File: src/rtl/aead_decrypt_sequencer.sv
// Session sequencer for the bit-serial Ascon AEAD decryption core.
// Buffers streamed plaintext and releases it only after a full tag match.
module aead_decrypt_sequencer #(
  parameter int K       = 128,
  parameter int L       = 40,
  parameter int Y       = 40,
  parameter int TAG     = 128,
  parameter int TIMEOUT = 1024
) (
  input  logic clk,
  input  logic rst,
  input  logic cmd_valid,
  output logic cmd_ready,
  output logic load_en,
  output logic core_rst_n,
  output logic core_start,
  input  logic core_ready,
  input  logic core_pt_bit,
  input  logic core_tag_bit,
  input  logic tag_exp_bit,
  output logic pt_valid,
  output logic pt_bit,
  output logic done,
  output logic auth_ok,
  output logic auth_fail,
  output logic err
);

  localparam int KM    = (K > 128) ? K : 128;
  localparam int LY    = (L > Y) ? L : Y;
  localparam int LOADN = (KM > LY) ? KM : LY;
  localparam int N     = (Y > TAG) ? Y : TAG;
  localparam int CM1   = (LOADN + 1 > N) ? LOADN + 1 : N;
  localparam int CMAX  = (CM1 > TIMEOUT) ? CM1 : TIMEOUT;
  localparam int CW    = $clog2(CMAX + 1);
  localparam int YW    = (Y > 1) ? $clog2(Y) : 1;

  localparam logic [CW-1:0] C_LOADN = CW'(LOADN);
  localparam logic [CW-1:0] C_NL    = CW'(N - 1);
  localparam logic [CW-1:0] C_YL    = CW'(Y - 1);
  localparam logic [CW-1:0] C_Y     = CW'(Y);
  localparam logic [CW-1:0] C_TAG   = CW'(TAG);
  localparam logic [CW-1:0] C_TOL   = CW'(TIMEOUT - 1);

  typedef enum logic [2:0] {
    S_IDLE,
    S_LOAD,
    S_WAIT,
    S_STREAM,
    S_REL,
    S_DONE
  } state_t;

  state_t        state, state_d;
  logic [CW-1:0] cnt, cnt_d;
  logic          mis, mis_d;
  logic          ok_d, fail_d, err_d;
  logic          cap;
  logic [Y-1:0]  pbuf;

  always_ff @(posedge clk or negedge rst) begin
    if (!rst) begin
      state     <= S_IDLE;
      cnt       <= '0;
      mis       <= 1'b0;
      auth_ok   <= 1'b0;
      auth_fail <= 1'b0;
      err       <= 1'b0;
    end else begin
      state     <= state_d;
      cnt       <= cnt_d;
      mis       <= mis_d;
      auth_ok   <= ok_d;
      auth_fail <= fail_d;
      err       <= err_d;
    end
  end

  always_ff @(posedge clk or negedge rst) begin
    if (!rst) begin
      pbuf <= '0;
    end else if (cap) begin
      pbuf[cnt[YW-1:0]] <= core_pt_bit;
    end
  end

  always_comb begin
    state_d    = state;
    cnt_d      = cnt;
    mis_d      = mis;
    ok_d       = auth_ok;
    fail_d     = auth_fail;
    err_d      = err;
    cap        = 1'b0;
    cmd_ready  = 1'b0;
    load_en    = 1'b0;
    core_rst_n = 1'b1;
    core_start = 1'b0;
    pt_valid   = 1'b0;
    pt_bit     = 1'b0;
    done       = 1'b0;
    unique case (state)
      S_IDLE: begin
        cmd_ready  = 1'b1;
        core_rst_n = 1'b0;
        if (cmd_valid) begin
          state_d = S_LOAD;
          cnt_d   = '0;
          mis_d   = 1'b0;
          ok_d    = 1'b0;
          fail_d  = 1'b0;
          err_d   = 1'b0;
        end
      end
      S_LOAD: begin
        // last count is the settle cycle with load_en low
        load_en = (cnt != C_LOADN);
        if (cnt == C_LOADN) begin
          state_d = S_WAIT;
          cnt_d   = '0;
        end else begin
          cnt_d = cnt + 1'b1;
        end
      end
      S_WAIT: begin
        core_start = 1'b1;
        if (core_ready) begin
          state_d = S_STREAM;
          cnt_d   = '0;
        end else if (cnt == C_TOL) begin
          state_d = S_DONE;
          err_d   = 1'b1;
          fail_d  = 1'b1;
        end else begin
          cnt_d = cnt + 1'b1;
        end
      end
      S_STREAM: begin
        cap = (cnt < C_Y);
        if ((cnt < C_TAG) && (core_tag_bit != tag_exp_bit)) begin
          mis_d = 1'b1;
        end
        if (cnt == C_NL) begin
          cnt_d = '0;
          if (mis_d) begin
            state_d = S_DONE;
            fail_d  = 1'b1;
          end else begin
            state_d = S_REL;
          end
        end else begin
          cnt_d = cnt + 1'b1;
        end
      end
      S_REL: begin
        pt_valid = 1'b1;
        pt_bit   = pbuf[cnt[YW-1:0]];
        if (cnt == C_YL) begin
          state_d = S_DONE;
          ok_d    = 1'b1;
        end else begin
          cnt_d = cnt + 1'b1;
        end
      end
      S_DONE: begin
        done       = 1'b1;
        core_rst_n = 1'b0;
        state_d    = S_IDLE;
      end
      default: state_d = S_IDLE;
    endcase
  end

endmodule

File: config.mk
export PLATFORM = sky130hd
export DESIGN_NAME = aead_decrypt_sequencer
export DESIGN_NICKNAME = d
export VERILOG_FILES = /design/src/rtl/aead_decrypt_sequencer.sv
export SDC_FILE = /design/constraint.sdc
export NUM_CORES = 1
export LEC_CHECK = 0
export BUFFER_PORTS_ARGS = -buffer_cell sky130_fd_sc_hd__buf_2
export CORE_MARGIN = 3
export CORE_UTILIZATION = 61
export DETAILED_ROUTE_END_ITERATION = 8
export PLACE_DENSITY = 0.82
export SKIP_CTS_REPAIR_TIMING = 1
export SYNTH_ARGS = -nofsm -noshare
export SYNTH_HDL_FRONTEND = slang
export SYNTH_SLANG_ARGS = --single-unit
export TNS_END_PERCENT = 20
File: constraint.sdc
create_clock -name clk -period 2.8 [get_ports clk]
set_input_delay 0.28 -clock clk [delete_from_list [all_inputs] [get_ports clk]]
set_output_delay 0.28 -clock clk [all_outputs]
set_load 0.02 [all_outputs]
== After elaboration in Yosys (flattened, before gate mapping) ==
Index checks and enable logic that the tools add are counted.

* Bits in registers: 58
* Word-level logic and storage cells: 88

* $add $sub $neg: 1
* $lt $le $gt $ge: 4
* Eq/ne operators: 21
* Multiplexer cells: 40
* Reduce and logical (&&, ||, !) cells: 15

{| class="wikitable"
|+ Operators by type and width
! cell !! number
|-
| $mux 11 || 6
|-
| $pmux 11 s5 || 1
|-
| $bwmux 40 || 1
|-
| $mux 1 || 19
|-
| $mux 3 || 6
|-
| $ne 2x2->1 const B || 8
|-
| $pmux 3 s5 || 1
|-
| $add 11x1->11 const B || 1
|-
| $eq 11x10->1 const B || 1
|-
| $eq 11x6->1 const B || 1
|-
| $eq 11x7->1 const B || 1
|-
| $eq 11x8->1 const B || 1
|-
| $lt 11x6->1 const B || 1
|-
| $lt 11x8->1 const B || 1
|-
| $ne 11x8->1 const B || 1
|-
| $reduce_and 4->1 || 2
|-
| $lt 6x7->1 const B || 1
|-
| $bmux 1 s6 || 1
|-
| $demux 1 s6 || 1
|-
| $eq 3x2->1 const B || 2
|-
| $eq 3x3->1 const B || 2
|-
| $ge 6x1->1 const B || 1
|-
| $ne 3x3->1 const B || 2
|-
| $pmux 1 s2 || 3
|-
| 13 further kinds || 16
|}

== Longest topological paths before layout ==
Gate-level depths: netlist of run 1.

* Depth after elaboration: 7
* Mapped depth: 8
* Gate-level depth less buffers: 7

== Least setup slack after synthesis of run 1 ==
Ideal clock, no wire load.

* Path kind: register -> register
* Start: register cnt[0]
* End: register cnt[0]
* Library setup time: 0.125 ns
* Arrival time: 2.201 ns
* Data required time: 2.675 ns
* Path slack: 0.474 ns
* Cell stages (with the launch flop): 9
* Path buffers: 1
* Period minus slack after synthesis: 2.326 ns
* Path through: dfrtp_1 -> clkbuf_1 -> clkinv_1 -> ha_1 -> and3b_1 -> a31oi_1 -> or2_1 -> or3_4 -> mux2_2

* Word-level cells in the longest chain between the ends: 4
* Elaborated cells between the ends (all ways): 14
* Those cells by class: add/sub: 1; eq/ne: 6; mux: 6; reduce/logical: 1

{| class="wikitable"
|+ Ends and longest elaborated chain
! element !! RTL line !! RTL
|-
| start: declaration || 55 || <nowiki>logic [CW-1:0] cnt, cnt_d;</nowiki>
|-
| start signal: assignment || 71 || <nowiki>cnt <= cnt_d;</nowiki>
|-
| $add 11x1->11 || -- ||
|-
| $mux 11 || 130 || <nowiki>end else if (cnt == C_TOL) begin</nowiki>
|-
| $mux 11 || 127 || <nowiki>if (core_ready) begin</nowiki>
|-
| $pmux 11 s5 || 102 || <nowiki>unique case (state)</nowiki>
|}

Several ways; a longest one is shown, not always the timed one. The select of a mux whose other input is x is not followed.
A chain may end at the register's enable or synchronous reset.

== Worst setup path after layout of run 1 ==
* Start: register cnt[1]
* End: output port pt_bit

* Word-level cells in the longest chain between the ends: 3

{| class="wikitable"
|+ Ends and longest elaborated chain
! element !! RTL line !! RTL
|-
| $bmux 1 s6 || 157 || <nowiki>pt_bit = pbuf[cnt[YW-1:0]];</nowiki>
|-
| $mux 1 (not written as such) || 157 ||
|-
| $mux 1 || 102 ||
|-
| end: declaration || 22 || <nowiki>output logic pt_bit,</nowiki>
|}

No other way between the ends. The select of a mux whose other input is x is not followed.

==> impl_results.md, run 1 <==
* Register area share after synthesis at a little over two fifths
* Post-synth EDFFs at 0
* Die ar. at 6352 um2
* IO Count at 17
* Pleak at between 1.5 and 2 nW
* Root buf cell: clkbuf_8
* FFs w/ async S/R, synth at 100.0%
* Crit path DAT at approximately 2.4 ns
* Least-Margin Pin Slew at 0.6808 ns
* # clock sinks at 58
* H-tree depth at 3
* Hold Path Class: primary input to flip-flop
* Core Footprint at 5172 um2
* Tot GR Track Use at 26.78%
* Syn_area_per_cell at between 10 and 15 um2
* YS warnings at 0
* DR vias at 2687
* Vias per Instance at 6.352
* Number of global-route vias before repair at 2525
* Crit path max fanout at 26
* Combinational family with the most area after synthesis: simple AND/OR/NAND/NOR gates
* Syn_nets at 336
* Synth Area in Compound Gates at 9.290%
* Worst r2r path cells at 8
* Remaining DRCs at 0
* Max-slew violations at 0
* Seq. cell area at ~1500 um2
* Unrepaired setup endpoints after global routing: false
* Critical Path Start: cnt[1]$_DFFE_PN0P_
* Syn Inst Count at ~330
* Drt wl/cell at about 18 um
* Xor and xnor fraction of the mapped netlist area at 0.7931%
* First-pass GRT wire length at 12.77 mm
* CP Data Required Time at 2.52 ns
* Mux share of post-synthesis cell area at 20.13%
* RR Startpoint: cnt[1]$_DFFE_PN0P_
* Seq cells post-synth at 58
* Remaining Overflow, GRT at 0
* WL final at 7.720 mm
* Clock-pin slew on the worst setup and hold paths at 0.06 ns
* Max_slew headroom at between 50% and 60%
* Placed cell area at around 3500 um2
* Final Hold Fails at 0
* Simple logic cell fraction of the synthesized area at 21.94%
* Crit start category: flip-flop
* Number of routed nets with antenna violations at 0
* DRT iter0 DRCs at roughly 210
* Clock Latency Late Sink at ~0.34 ns
* CP Class: flip-flop to output port
* Multi-input logic area at 1753 um2
* Area delta synth->final at 12.65%
* Fin crit share at 95.23%
* Die Height at 79.70 um
* Num rows at 26
* Starting Density at 64.05%
* Reg2reg end: cnt[0]$_DFFE_PN0P_
* Filler cells at about 370
* Ys flop type: dfrtp_1
* Max-cap violations at 0
* R2R Setup Slk at a little over 0.4 ns
* Final instance area at about 3700 um2
* Antenna Diode Count at 0
* TritonCTS buffer count at 9
* CP endpoint kind: output port
* Setup total negative slack at 0 ns
* Non-filler cells, final at ~420
* Post-synthesis cell type count at 53
* Post-DP HPWL at 5.337 mm
* Deepest clock path buffer count at 2
* Outcome: completed
* CTS tree: built
* Fin Clk Skew at ~0.0092 ns
* Largest net degree at the start of global routing at 41
* Initial antenna violation count at 0
* Syn Std Cell Area at roughly 3300 um2
* Final setup vio count at 0
* Worst ir drop on vdd at 0.5168 mV
* Fmax at roughly 380 MHz
* Worst setup path endpoint: pt_bit
* Area share of fa/ha/maj cells after synthesis at less than 1%
* Final nets at 357
* Power per cell area at 858.7 nW/um2
* Die W at 79.70 um
* Placed Cells at around 400
* TritonRoute pass-1 iters at 5
* Post-route minimum period at between 2 and 3 ns
* Placer congestion estimate at ~0.95
* Layout cells sized above 1 at 29.18%
* # port buffers at 16
per-stage QoR:
step / hold WS [ns] / util (%) / setup WS, ns / power, W
2_1_floorplan: -0.01559 / - / 0.4743 / 0.001991
3_3_place_gp: 0.3271 / 67.73 / 0.5532 / 0.002313
3_5_place_dp: 0.3245 / 67.73 / 0.4841 / 0.002341
4_1_cts: -0.03587 / 71.96 / 0.1404 / 0.003208
5_1_grt: 0.2012 / 72.16 / 0.02397 / 0.003377
6_report: 0.2088 / 72.16 / 0.1336 / 0.003205
worst max-delay path, stage by stage, from the launching register on:
cell       delay (ns)
dfrtp_1          0.36
buf_4            0.32
mux4_2           0.56
mux2_2           0.29
o2111ai_1        0.17
nand3_1          0.15
buf_2            0.19
worst min-delay path by stage:
stage	from	end	slack, ns	depth (start not counted)
after floorplan	rst	auth_fail$_DFFE_PN0P_	-0.02	0
after global placement	rst	auth_fail$_DFFE_PN0P_	0.33	1
after detailed placement	rst	auth_fail$_DFFE_PN0P_	0.32	1
after CTS	rst	pbuf[2]$_DFFE_PN0P_	-0.04	1
after global routing	cmd_valid	auth_fail$_DFFE_PN0P_	0.20	2
final	cmd_valid	auth_fail$_DFFE_PN0P_	0.21	2
layout by cell type (no fill, tap or decap), drive strengths merged, types with 3 or more instances in the layout:
cell type  Yosys  layout
o211ai         3       3
nor4           5       5
nor3          13      13
or3            4       4
a31oi          5       5
mux2          39      39
clkinv         1       3
nand2         41      41
and3           7       7
a21oi         11      11
nand3b         4       4
mux4           7       7
o21ai         11      11
xor2           3       3
nand3         12      12
o21a           3       3
and3b          4       4
clkbuf        15      11
inv            4       4
mux2i          7       7
nand4          5       5
o21ba          3       3
nor2          26      26
and2           4       4
or4            3       3
dfrtp         58      58
buf            7      31
cell usage after synthesis, types with 2 or more instances:
cell,count,share of area [%]
o21ba_2,3,0.91
inv_1,4,0.45
nor3b_1,2,0.45
or3_1,3,0.57
nand3b_1,4,0.91
and3b_1,4,1.1
a21oi_1,11,1.7
nor4_1,3,0.57
nand3_1,12,1.8
xor2_1,3,0.79
nand4_1,5,0.94
dfrtp_1,58,44
o2111ai_1,2,0.53
mux4_2,7,4.8
o21ai_0,10,1.5
o21a_1,3,0.68
nor3_1,13,2.0
clkbuf_1,15,1.7
ha_1,2,0.76
mux2i_1,7,2.1
nand2_1,41,4.6
a31oi_1,4,0.76
and3_1,7,1.3
buf_2,6,0.91
o211ai_1,3,0.68
and2_1,4,0.76
mux2_2,39,13
or4_1,2,0.45
nor2_1,26,2.9
where the power goes:
part | switching [W] | internal (W) | leakage [nW]
combinational | 0.000728 | 0.000551 | 0.738
sequential | 0.000110 | 0.000967 | 0.729
clock | 0.000327 | 0.000522 | 0.109
layer usage:
| layer | GRT usage, % | part of all wire [%] | up-vias |
|---|---|---|---|
| met5 | 0 | 0 | - |
| met4 | 7.560 | 1.8 | 0 |
| met3 | 6.095 | 7.3 | 11 |
| met2 | 42.07 | 48 | 126 |
| met1 | 37.30 | 43 | 1327 |
| li1 | - | - | 1223 |
cell families after synthesis:
kind of cell | after synthesis
AOI/OAI and AO/OA | 46
xor gates and xnor gates | 3
adders and majority gates | 2
buffers and inverters | 27
DFF | 58
muxes | 53
and+or+nand+nor | 138
registers in the layout (all words and copies together), names as in the netlist:
signal     cells
auth_fail      1
auth_ok        1
cnt           11
err            1
mis            1
pbuf          40
state          3
layout make-up:
type	count	share of cell area (%)
Tap cell	70	2.347
Clock buffer	11	3.788
Clock inverter	5	2.078
Inverter	5	0.5028
Sequential cell	58	38.89
Multi-Input combinational cell	242	46.97
Timing Repair Buffer	32	5.431
(Power assumes the default switching activity.)
==> run 2, diff against run 1 <==
--- a/config.mk
+++ b/config.mk
@@ -7,9 +7,9 @@
 export LEC_CHECK = 0
 export BUFFER_PORTS_ARGS = -buffer_cell sky130_fd_sc_hd__buf_2
 export CORE_MARGIN = 3
-export CORE_UTILIZATION = 61
+export CORE_UTILIZATION = 66
 export DETAILED_ROUTE_END_ITERATION = 8
-export PLACE_DENSITY = 0.82
+export PLACE_DENSITY_LB_ADDON = 0.1
 export SKIP_CTS_REPAIR_TIMING = 1
 export SYNTH_ARGS = -nofsm -noshare
 export SYNTH_HDL_FRONTEND = slang
==> constraint.sdc (replaced) <==
create_clock -name clk -period 3.1 [get_ports clk]
set_input_delay 0.31 -clock clk [delete_from_list [all_inputs] [get_ports clk]]
set_output_delay 0.31 -clock clk [all_outputs]
set_load 0.02 [all_outputs]
==> run 2 against run 1 <==
Highest routed layer unchanged; first-iteration DRC count rose by 35%; clock power fell by 16%; sequential cell count did not move; critical path type unchanged; sequential share of layout area rose by 0.95 points; die area fell by 7.0%.
==> impl_results.md, run 2 (synthesized netlist as in run 1, its figures left out) <==
* Outcome: completed
* Num rows at 25
* Fin crit share at 86.01%
* Remaining Overflow, GRT at 0
* First-pass GRT wire length at 12.67 mm
* CP Data Required Time at 2.79 ns
* Number of routed nets with antenna violations at 0
* Placed Cells at 395
* Max_slew headroom at 33.27%
* Clk pwr share at 25.4%
* Top sig layer: met4
* Post-DP HPWL at 5.082 mm
* Die Height at 76.85 um
* CP Class: flip-flop to output port
* Filler cells at ~340
* Power per cell area at about 770 nW/um2
* Crit path DAT at approximately 2.4 ns
* Final nets at 348
* Post-route minimum period at ~2.7 ns
* Starting Density at 69.23%
* Die ar. at around 6000 um2
* Vias per Instance at 6.344
* Seq pwr share at 36.6%
* Setup total negative slack at 0 ns
* Final setup vio count at 0
* Clock Latency Late Sink at around 0.34 ns
* Final instance area at 3643 um2
* Net Sw Frac at 36.66%
* Non-filler cells, final at 410
* Sw power at 0.001032 W
* Largest register by flop count: pbuf
* Tot GR Track Use at 27.53%
* Internal Power at ~0.0018 W
* Reg2reg end: cnt[0]$_DFFE_PN0P_
* Most frequent cells in the layout: dfrtp_1, nand2_1, mux2_2, nor2_1, buf_2
* # port buffers at 16
* Largest registers: pbuf: 40 flops, cnt: 11 flops, state: 3 flops
* Drt wl/cell at 18.09 um
* Crit path max fanout at 9
* TritonRoute pass-1 iters at 5
* Most common cell after layout, fill and taps aside: dfrtp_1
* Clock-pin slew on the worst setup and hold paths at 0.06 ns
* CP endpoint kind: output port
* R2R Setup Slk at 0.58 ns
* Hold Path Class: primary input to asynchronous set/reset pin
* Placer congestion estimate at 0.9476
* RR Startpoint: cnt[1]$_DFFE_PN0P_
* Initial antenna violation count at 0
* Area delta synth->final at 9.970%
* CTS tree: built
* Unrepaired setup endpoints after global routing: false
* TritonCTS buffer count at 9
* Max reg flops at 40
* DRT iter0 DRCs at ~290
* # clock sinks at 58
* Worst ir drop on vdd at 0.5275 mV
* DR vias at 2601
* Worst r2r path cells at 6
* Crit start category: flip-flop
* Final Hold Fails at 0
* Util after Layout at 76.13%
* Max-slew violations at 0
* Antenna Diode Count at 0
* Root buf cell: clkbuf_8
* IO Count at 17
* Placed cell area at 3440 um2
* Max-cap violations at 0
* Met3 WL post-DR at 416 um
* Least-Margin Pin Slew at 1.001 ns
* Largest net degree at the start of global routing at 46
* Fin Clk Skew at 0.007435 ns
* Comb power frac at 38.0%
* WL final at 7.416 mm
* DR WL met2 at 3.432 mm
* Pleak at 1.529 nW
* Routed met1 length at ~3.5 mm
* Deepest clock path buffer count at 2
* Layout cells sized above 1 at 27.41%
* Die W at about 77 um
* Core Footprint at between 4000 and 5000 um2
* Remaining DRCs at 0
* Fmax at approximately 380 MHz
* H-tree depth at 3
* Number of global-route vias before repair at 2601
[run 2: cell types whose count changed in the layout (fill, tap and decap cells not counted), sizes merged]
cell and change:
dlygate4sd3 -1, clkbuf +2, clkinvlp -1, buf -8
bufinv -1, clkinv -1
[run 2: power groups by stage]
stage               sequential, W  combinational (W)  clock, W
floorplan                0.000934           0.000865         0
global placement          0.00103            0.00105         0
detailed placement        0.00104            0.00106         0
CTS                       0.00103            0.00106  0.000724
global route              0.00105            0.00116  0.000760
finish                    0.00103            0.00107  0.000714
[run 2: cell type report]
class	instances	area, um2	share of cell area [%]
clock buffer	13	168.9	4.636
clock inverter	2	35.03	0.9615
inverter	5	18.77	0.5151
multi-input combinational	242	1753	48.11
sequential	58	1451	39.84
tap	67	83.83	2.301
timing repair buffer	23	132.6	3.640
[run 2: critical path, stage by stage, from the launching register on]
cell	delay, ns
dfrtp_1	0.54
buf_4	0.23
mux4_2	0.51
mux2_2	0.28
o211ai_1	0.16
nand3_1	0.12
buf_2	0.18
[run 2: worst max-delay path by stage]
stage	start	to	slack (ns)	depth (start not counted)
6_report	cnt[0]$_DFFE_PN0P_	pt_bit	0.43	6
4_1_cts	cnt[0]$_DFFE_PN0P_	pt_bit	0.43	6
3_3_place_gp	cnt[1]$_DFFE_PN0P_	cnt[8]$_DFFE_PN0P_	0.70	6
5_1_grt	cnt[0]$_DFFE_PN0P_	pt_bit	0.27	6
2_1_floorplan	cnt[0]$_DFFE_PN0P_	cnt[0]$_DFFE_PN0P_	0.77	8
3_5_place_dp	cnt[1]$_DFFE_PN0P_	cnt[0]$_DFFE_PN0P_	0.62	6
[run 2: stage by stage]
stage | setup slack [ns] | hold WS, ns | total power (W)
floorplan | 0.7743 | 0.01441 | 0.001798
global placement | 0.7032 | 0.4566 | 0.002082
detailed placement | 0.6167 | 0.4740 | 0.002095
CTS | 0.4274 | 0.1573 | 0.002812
global route | 0.2654 | 0.2044 | 0.002970
finish | 0.4337 | 0.1417 | 0.002816
[run 2: layer usage]
layer,track usage [%],up-vias
met5,0,-
met4,10.69,0
met3,5.399,17
met2,40.85,88
met1,40.11,1281
li1,-,1215
